File: config.mk
export PLATFORM = sky130hd
export DESIGN_NAME = board_controller
export DESIGN_NICKNAME = d
export VERILOG_FILES = /design/src/rtl/board_controller.sv
export SDC_FILE = /design/constraint.sdc
export NUM_CORES = 1
export LEC_CHECK = 0
export ABC_AREA = 1
export CAP_MARGIN = 5
export CORE_MARGIN = 2
export CORE_UTILIZATION = 57
export DETAILED_ROUTE_END_ITERATION = 6
export GPL_TIMING_DRIVEN = 0
export PLACE_DENSITY = 0.83
export SLEW_MARGIN = 10
export SYNTH_ARGS = -nofsm -noshare
export SYNTH_HDL_FRONTEND = slang
export SYNTH_SLANG_ARGS = --single-unit
File: constraint.sdc
create_clock -name clk -period 5.5 [get_ports clk]
set_clock_uncertainty 0.1 [all_clocks]
set_input_delay 0.55 -clock clk [delete_from_list [all_inputs] [get_ports clk]]
set_output_delay 0.55 -clock clk [all_outputs]
set_load 0.02 [all_outputs]
File: src/rtl/board_controller.sv
// ---------------------------------------------------------------------------
// board_controller
//
// Game logic for a 5x5 WIN_LEN-in-a-row game, sitting directly upstream of
// the VGA renderer. Owns the board, the cursor and the turn order. Button
// inputs are single-cycle pulses from the debounce stage.
//
// Parameters:
//   WIN_LEN    contiguous same-player cells needed to win (3..5)
//   START_ROW  cursor row after reset/restart
//   START_COL  cursor column after reset/restart
//
// Ports:
//   clk             system clock, rising edge
//   clr             synchronous active-high reset
//   btn_up/down     cursor row -1 / +1 with wrap (both together: no move)
//   btn_left/right  cursor col -1 / +1 with wrap (both together: no move)
//   btn_place       place a piece in PLAY, restart in OVER
//   game_state      flattened board, cell (r,c) at bits [2*(5r+c)+1 : 2*(5r+c)]
//                   (0 empty, 1 player 1, 2 player 2)
//   cursor_row/col  cursor position, 0..4
//   current_player  player to move, 1 or 2
//   winner          0 none, 1/2 winning player, 3 draw
//   game_over       high while in OVER
//   move_count      pieces on the board, 0..25
//
// All outputs are registered.
// ---------------------------------------------------------------------------
module board_controller #(
    parameter int unsigned WIN_LEN   = 4,
    parameter int unsigned START_ROW = 2,
    parameter int unsigned START_COL = 2
) (
    input  logic        clk,
    input  logic        clr,
    input  logic        btn_up,
    input  logic        btn_down,
    input  logic        btn_left,
    input  logic        btn_right,
    input  logic        btn_place,
    output logic [49:0] game_state,
    output logic [2:0]  cursor_row,
    output logic [2:0]  cursor_col,
    output logic [1:0]  current_player,
    output logic [1:0]  winner,
    output logic        game_over,
    output logic [4:0]  move_count
);

    typedef enum logic [1:0] {
        StPlay  = 2'd0,
        StCheck = 2'd1,
        StOver  = 2'd2
    } state_t;

    state_t state_q;

    // -----------------------------------------------------------------------
    // Cursor helpers
    // -----------------------------------------------------------------------

    // One-step move along an axis with wrap-around; opposing pulses cancel.
    function automatic logic [2:0] step_pos(input logic [2:0] pos,
                                            input logic       dec,
                                            input logic       inc);
        logic [2:0] res;
        res = pos;
        if (dec && !inc) begin
            res = (pos == 3'd0) ? 3'd4 : pos - 3'd1;
        end else if (inc && !dec) begin
            res = (pos == 3'd4) ? 3'd0 : pos + 3'd1;
        end
        return res;
    endfunction

    logic [4:0] cell_idx;
    logic [1:0] cursor_cell;
    logic [2:0] row_next;
    logic [2:0] col_next;

    always_comb begin
        cell_idx    = 5'(cursor_row) * 5'd5 + 5'(cursor_col);
        cursor_cell = game_state[{cell_idx, 1'b0} +: 2];
        row_next    = step_pos(cursor_row, btn_up, btn_down);
        col_next    = step_pos(cursor_col, btn_left, btn_right);
    end

    // -----------------------------------------------------------------------
    // Win detection on the registered board
    // -----------------------------------------------------------------------

    // True when the WIN_LEN cells starting at (r0,c0) stepping by (dr,dc)
    // all lie on the board and all hold player p. Windows that run off the
    // board are simply never a hit, so the caller can sweep every origin.
    function automatic logic window_hit(input logic [49:0] b,
                                        input int          r0,
                                        input int          c0,
                                        input int          dr,
                                        input int          dc,
                                        input logic [1:0]  p);
        logic hit;
        int   r;
        int   c;
        hit = 1'b1;
        for (int k = 0; k < 5; k++) begin
            if (k < int'(WIN_LEN)) begin
                r = r0 + k * dr;
                c = c0 + k * dc;
                if (r < 0 || r > 4 || c < 0 || c > 4) begin
                    hit = 1'b0;
                end else if (b[2 * (5 * r + c) +: 2] != p) begin
                    hit = 1'b0;
                end
            end
        end
        return hit;
    endfunction

    logic win_found;

    always_comb begin
        win_found = 1'b0;
        for (int r = 0; r < 5; r++) begin
            for (int c = 0; c < 5; c++) begin
                if (window_hit(game_state, r, c, 0, 1, current_player) ||
                    window_hit(game_state, r, c, 1, 0, current_player) ||
                    window_hit(game_state, r, c, 1, 1, current_player) ||
                    window_hit(game_state, r, c, 1, -1, current_player)) begin
                    win_found = 1'b1;
                end
            end
        end
    end

    // -----------------------------------------------------------------------
    // Game FSM and all output registers
    // -----------------------------------------------------------------------

    logic restart;
    assign restart = clr || (state_q == StOver && btn_place);

    always_ff @(posedge clk) begin
        if (restart) begin
            state_q        <= StPlay;
            game_state     <= '0;
            cursor_row     <= 3'(START_ROW);
            cursor_col     <= 3'(START_COL);
            current_player <= 2'd1;
            winner         <= 2'd0;
            game_over      <= 1'b0;
            move_count     <= 5'd0;
        end else begin
            unique case (state_q)
                StPlay: begin
                    if (btn_place && cursor_cell == 2'd0) begin
                        // Legal place: cursor pulses this cycle are dropped.
                        game_state[{cell_idx, 1'b0} +: 2] <= current_player;
                        move_count <= move_count + 5'd1;
                        state_q    <= StCheck;
                    end else begin
                        cursor_row <= row_next;
                        cursor_col <= col_next;
                    end
                end
                StCheck: begin
                    // A win on the last free cell takes precedence over draw.
                    if (win_found) begin
                        winner    <= current_player;
                        game_over <= 1'b1;
                        state_q   <= StOver;
                    end else if (move_count == 5'd25) begin
                        winner    <= 2'd3;
                        game_over <= 1'b1;
                        state_q   <= StOver;
                    end else begin
                        current_player <= (current_player == 2'd1) ? 2'd2 : 2'd1;
                        state_q        <= StPlay;
                    end
                end
                StOver: begin
                    // Everything frozen; restart handled above.
                end
                default: begin
                    state_q <= StPlay;
                end
            endcase
        end
    end

endmodule

==> flow_summary.yaml <==
timing:
  worst_slack_ps: 1980
  fmax_mhz: 284
  rsz0062_at_grt: "false"
  worstMarginPinSlew_ps: 890
  setup_viol: 0
  hold_viol: 0
  period_needed_ps: 3520
  drv_slew: 0
  max-slew-margin-rel: 0.404
  tns_ps: 0
  fin_crit_sh: 0.640
floorplan:
  die_y_um: 100
  die_w_um: 100
  core_area_um2: 9110
  die-area_um2: 10000
  rows: 35
  io_pins: 73
  initial_core_util: 0.578
cts:
  post-cts-setup-buffer-count: 0
  cts.path.max_buffers: 2
  htree_levels: 3
  cts_resized: 0
  cts_root_buf: "clkbuf_8"
  cts_hold_buf: 0
  tritoncts: "yes"
  clkTransAtPathRegs_ps: 90
  cts.sinks: 68
  clkLatencyLatePin_ps: 360
  cts_buffers: 9
synthesis:
  ys_seq_elements: 68
  seq_area_frac_synth: 0.258
  ys_types: 37
  synth_edf_count: 0
  synth-simple-area-share: 0.489
  synth_mux_area_frac: 0
  synthCells: 897
  yosys_warnings: 0
  synth_compound_area_frac: 0.0568
  synth_top_area_cell: "dfxtp_1"
  syn_area_um2: 5270
  synth.avg_cell_area_um2: 5.87
  synth_top_family_by_area: "simple AND/OR/NAND/NOR gates"
  synthAdderAreaFrac: 0.0537
  synthFlopType: "dfxtp_1"
  yosys.area_share.xor_xnor: 0.0297
  async_reset_ff_frac: 0
  synth_top_area_share: 0.258
  syn_nets: 926
  yosys-top-cells-area: "dfxtp_1 (26%), nand2_1 (19%), nor2_1 (13%)"
worst_setup_path:
  endpoint_kind: "register"
  r2r-start: "cursor_row[2]$_SDFFE_PP0P_"
  rrSetupSlack_ps: 1980
  endpoint: "game_state[8]$_SDFFE_PP0P_"
  worstSetupPathType: "register to register"
  cp-start-kind: "register"
  critPathLaunch: "cursor_row[2]$_SDFFE_PP0P_"
  arrival_ps: 3660
  path_max_fanout: 10
  rr_worst_depth: 15
  worstReg2RegEnd: "game_state[8]$_SDFFE_PP0P_"
  required_ps: 5640
final_layout:
  area_growth_syn_to_layout_pct: 20.6
  nets: 1009
  final_cell_mix: "nand2_1 (260), nor2_1 (178), inv_1 (94)"
  drive_above_1_share: 0.0782
  antenna_cells: 0
  final_cells: 1096
  mostFrequentLayoutCell: "nand2_1"
place:
  dp_slack_ps: 2040
  portBuffers: 72
  placed_cells: 1080
  gp_congestion: 1.05
  post-dp-hpwl_um: 13600
outcome:
  status: "complete, no violations"
routing:
  drc: 0
  drtPass1Iterations: 5
  vias: 6112
  via_per_inst: 5.58
  wl_um: 17700
  detail-route-antenna-nets: 0
  wl_per_cell_um: 16.1
  drtIter0Drc: 568
global_route:
  antenna_found_initial: 0
  grt_max_degree: 14
  grt_pass1_vias: 5437
  grt_pass1_wl_um: 27600
  grt_use_total: 0.362
  grt_overflow_total: 0
flow_run:
  cap_viol_max_count: 0
worst_hold_path:
  min-delay-path-class: "register to register"
-- worst max-delay path: stages (launching register included) --
cell and delay, ps:
dfxtp_1 470, ha_1 290, ha_1 300, inv_1 60
fa_1 450, buf_2 180, nand2_1 130, inv_1 90
nor2_4 230, inv_2 150, nor2_1 190, nand2_1 210
nor2_1 150, nand3_1 140, o21ai_0 220, a21oi_1 60
-- synthesized netlist by cell type, types with 2 or more instances --
| cell | number |
|---|---|
| nor2_2 | 3 |
| o21ai_0 | 25 |
| nand4_2 | 7 |
| buf_6 | 4 |
| buf_4 | 5 |
| ha_1 | 21 |
| nand2_1 | 260 |
| dfxtp_1 | 68 |
| o21ai_1 | 5 |
| buf_2 | 17 |
| inv_1 | 94 |
| nand2_4 | 2 |
| o211ai_1 | 2 |
| inv_2 | 7 |
| nand2_2 | 4 |
| a21oi_1 | 24 |
| xor2_1 | 12 |
| or2_2 | 2 |
| clkbuf_1 | 7 |
| nor2_4 | 4 |
| nor2_1 | 178 |
| xnor2_1 | 4 |
| nand3_1 | 86 |
| nand4_1 | 24 |
| nor3_2 | 2 |
| nor3_1 | 19 |
-- state kept, by name, indices dropped and copies added (netlist names) --
signal,cells
state_q,2
game_state,50
game_over,1
winner,2
cursor_col,3
move_count,5
cursor_row,3
current_player,2
-- metal layers --
metal / share of wire / global-route usage / up-vias
met4: 0.053 / 0.196 / 0
met2: 0.46 / 0.578 / 300
met1: 0.41 / 0.467 / 2747
li1: - / - / 2997
met5: 0 / 0 / -
met3: 0.079 / 0.0606 / 68
-- worst min-delay path by stage --
stage                                  startpoint                       to  slack (ps)  cells after the start
after floorplan           state_q[1]$_SDFFE_PP0P_  state_q[1]$_SDFFE_PP0P_         380                      2
after global placement     game_over$_SDFFE_PP0P_   game_over$_SDFFE_PP0P_         350                      2
after detailed placement   game_over$_SDFFE_PP0P_   game_over$_SDFFE_PP0P_         350                      2
after CTS                  game_over$_SDFFE_PP0P_   game_over$_SDFFE_PP0P_         360                      2
after global routing       game_over$_SDFFE_PP0P_   game_over$_SDFFE_PP0P_         380                      2
final                      game_over$_SDFFE_PP0P_   game_over$_SDFFE_PP0P_         370                      2
-- final cells by class --
cell class              instances  area (um^2)
plain buffers                  35          203
clock inverters                 7         98.8
repair buffers                 72          721
flip-flops and latches         68         1360
well taps                     111          139
clock buffers                   9          124
fillers                       865         2760
inverters                     103          389
multi-input cells             691         3310
-- cell families (layout without fill, tap and decap cells) --
| logic type | Yosys count | count (layout) |
|---|---|---|
| compound gates | 58 | 58 |
| xor+xnor | 17 | 17 |
| fa+ha+maj | 22 | 22 |
| buf+inv | 138 | 226 |
| flops | 68 | 68 |
| simple gates | 594 | 594 |
-- stage by stage --
| stage | utilization | cell area, um^2 | hold WS (ps) |
|---|---|---|---|
| 6_report | 0.697 | 6350 | 371 |
| 4_1_cts | 0.697 | 6350 | 365 |
| 3_3_place_gp | 0.673 | 6130 | 351 |
| 2_1_floorplan | - | 5270 | 381 |
| 3_5_place_dp | 0.673 | 6130 | 348 |
| 5_1_grt | 0.697 | 6350 | 377 |
Power is not shown: default switching activity piles up to over one toggle a cycle in this logic, so the estimate is an artifact.
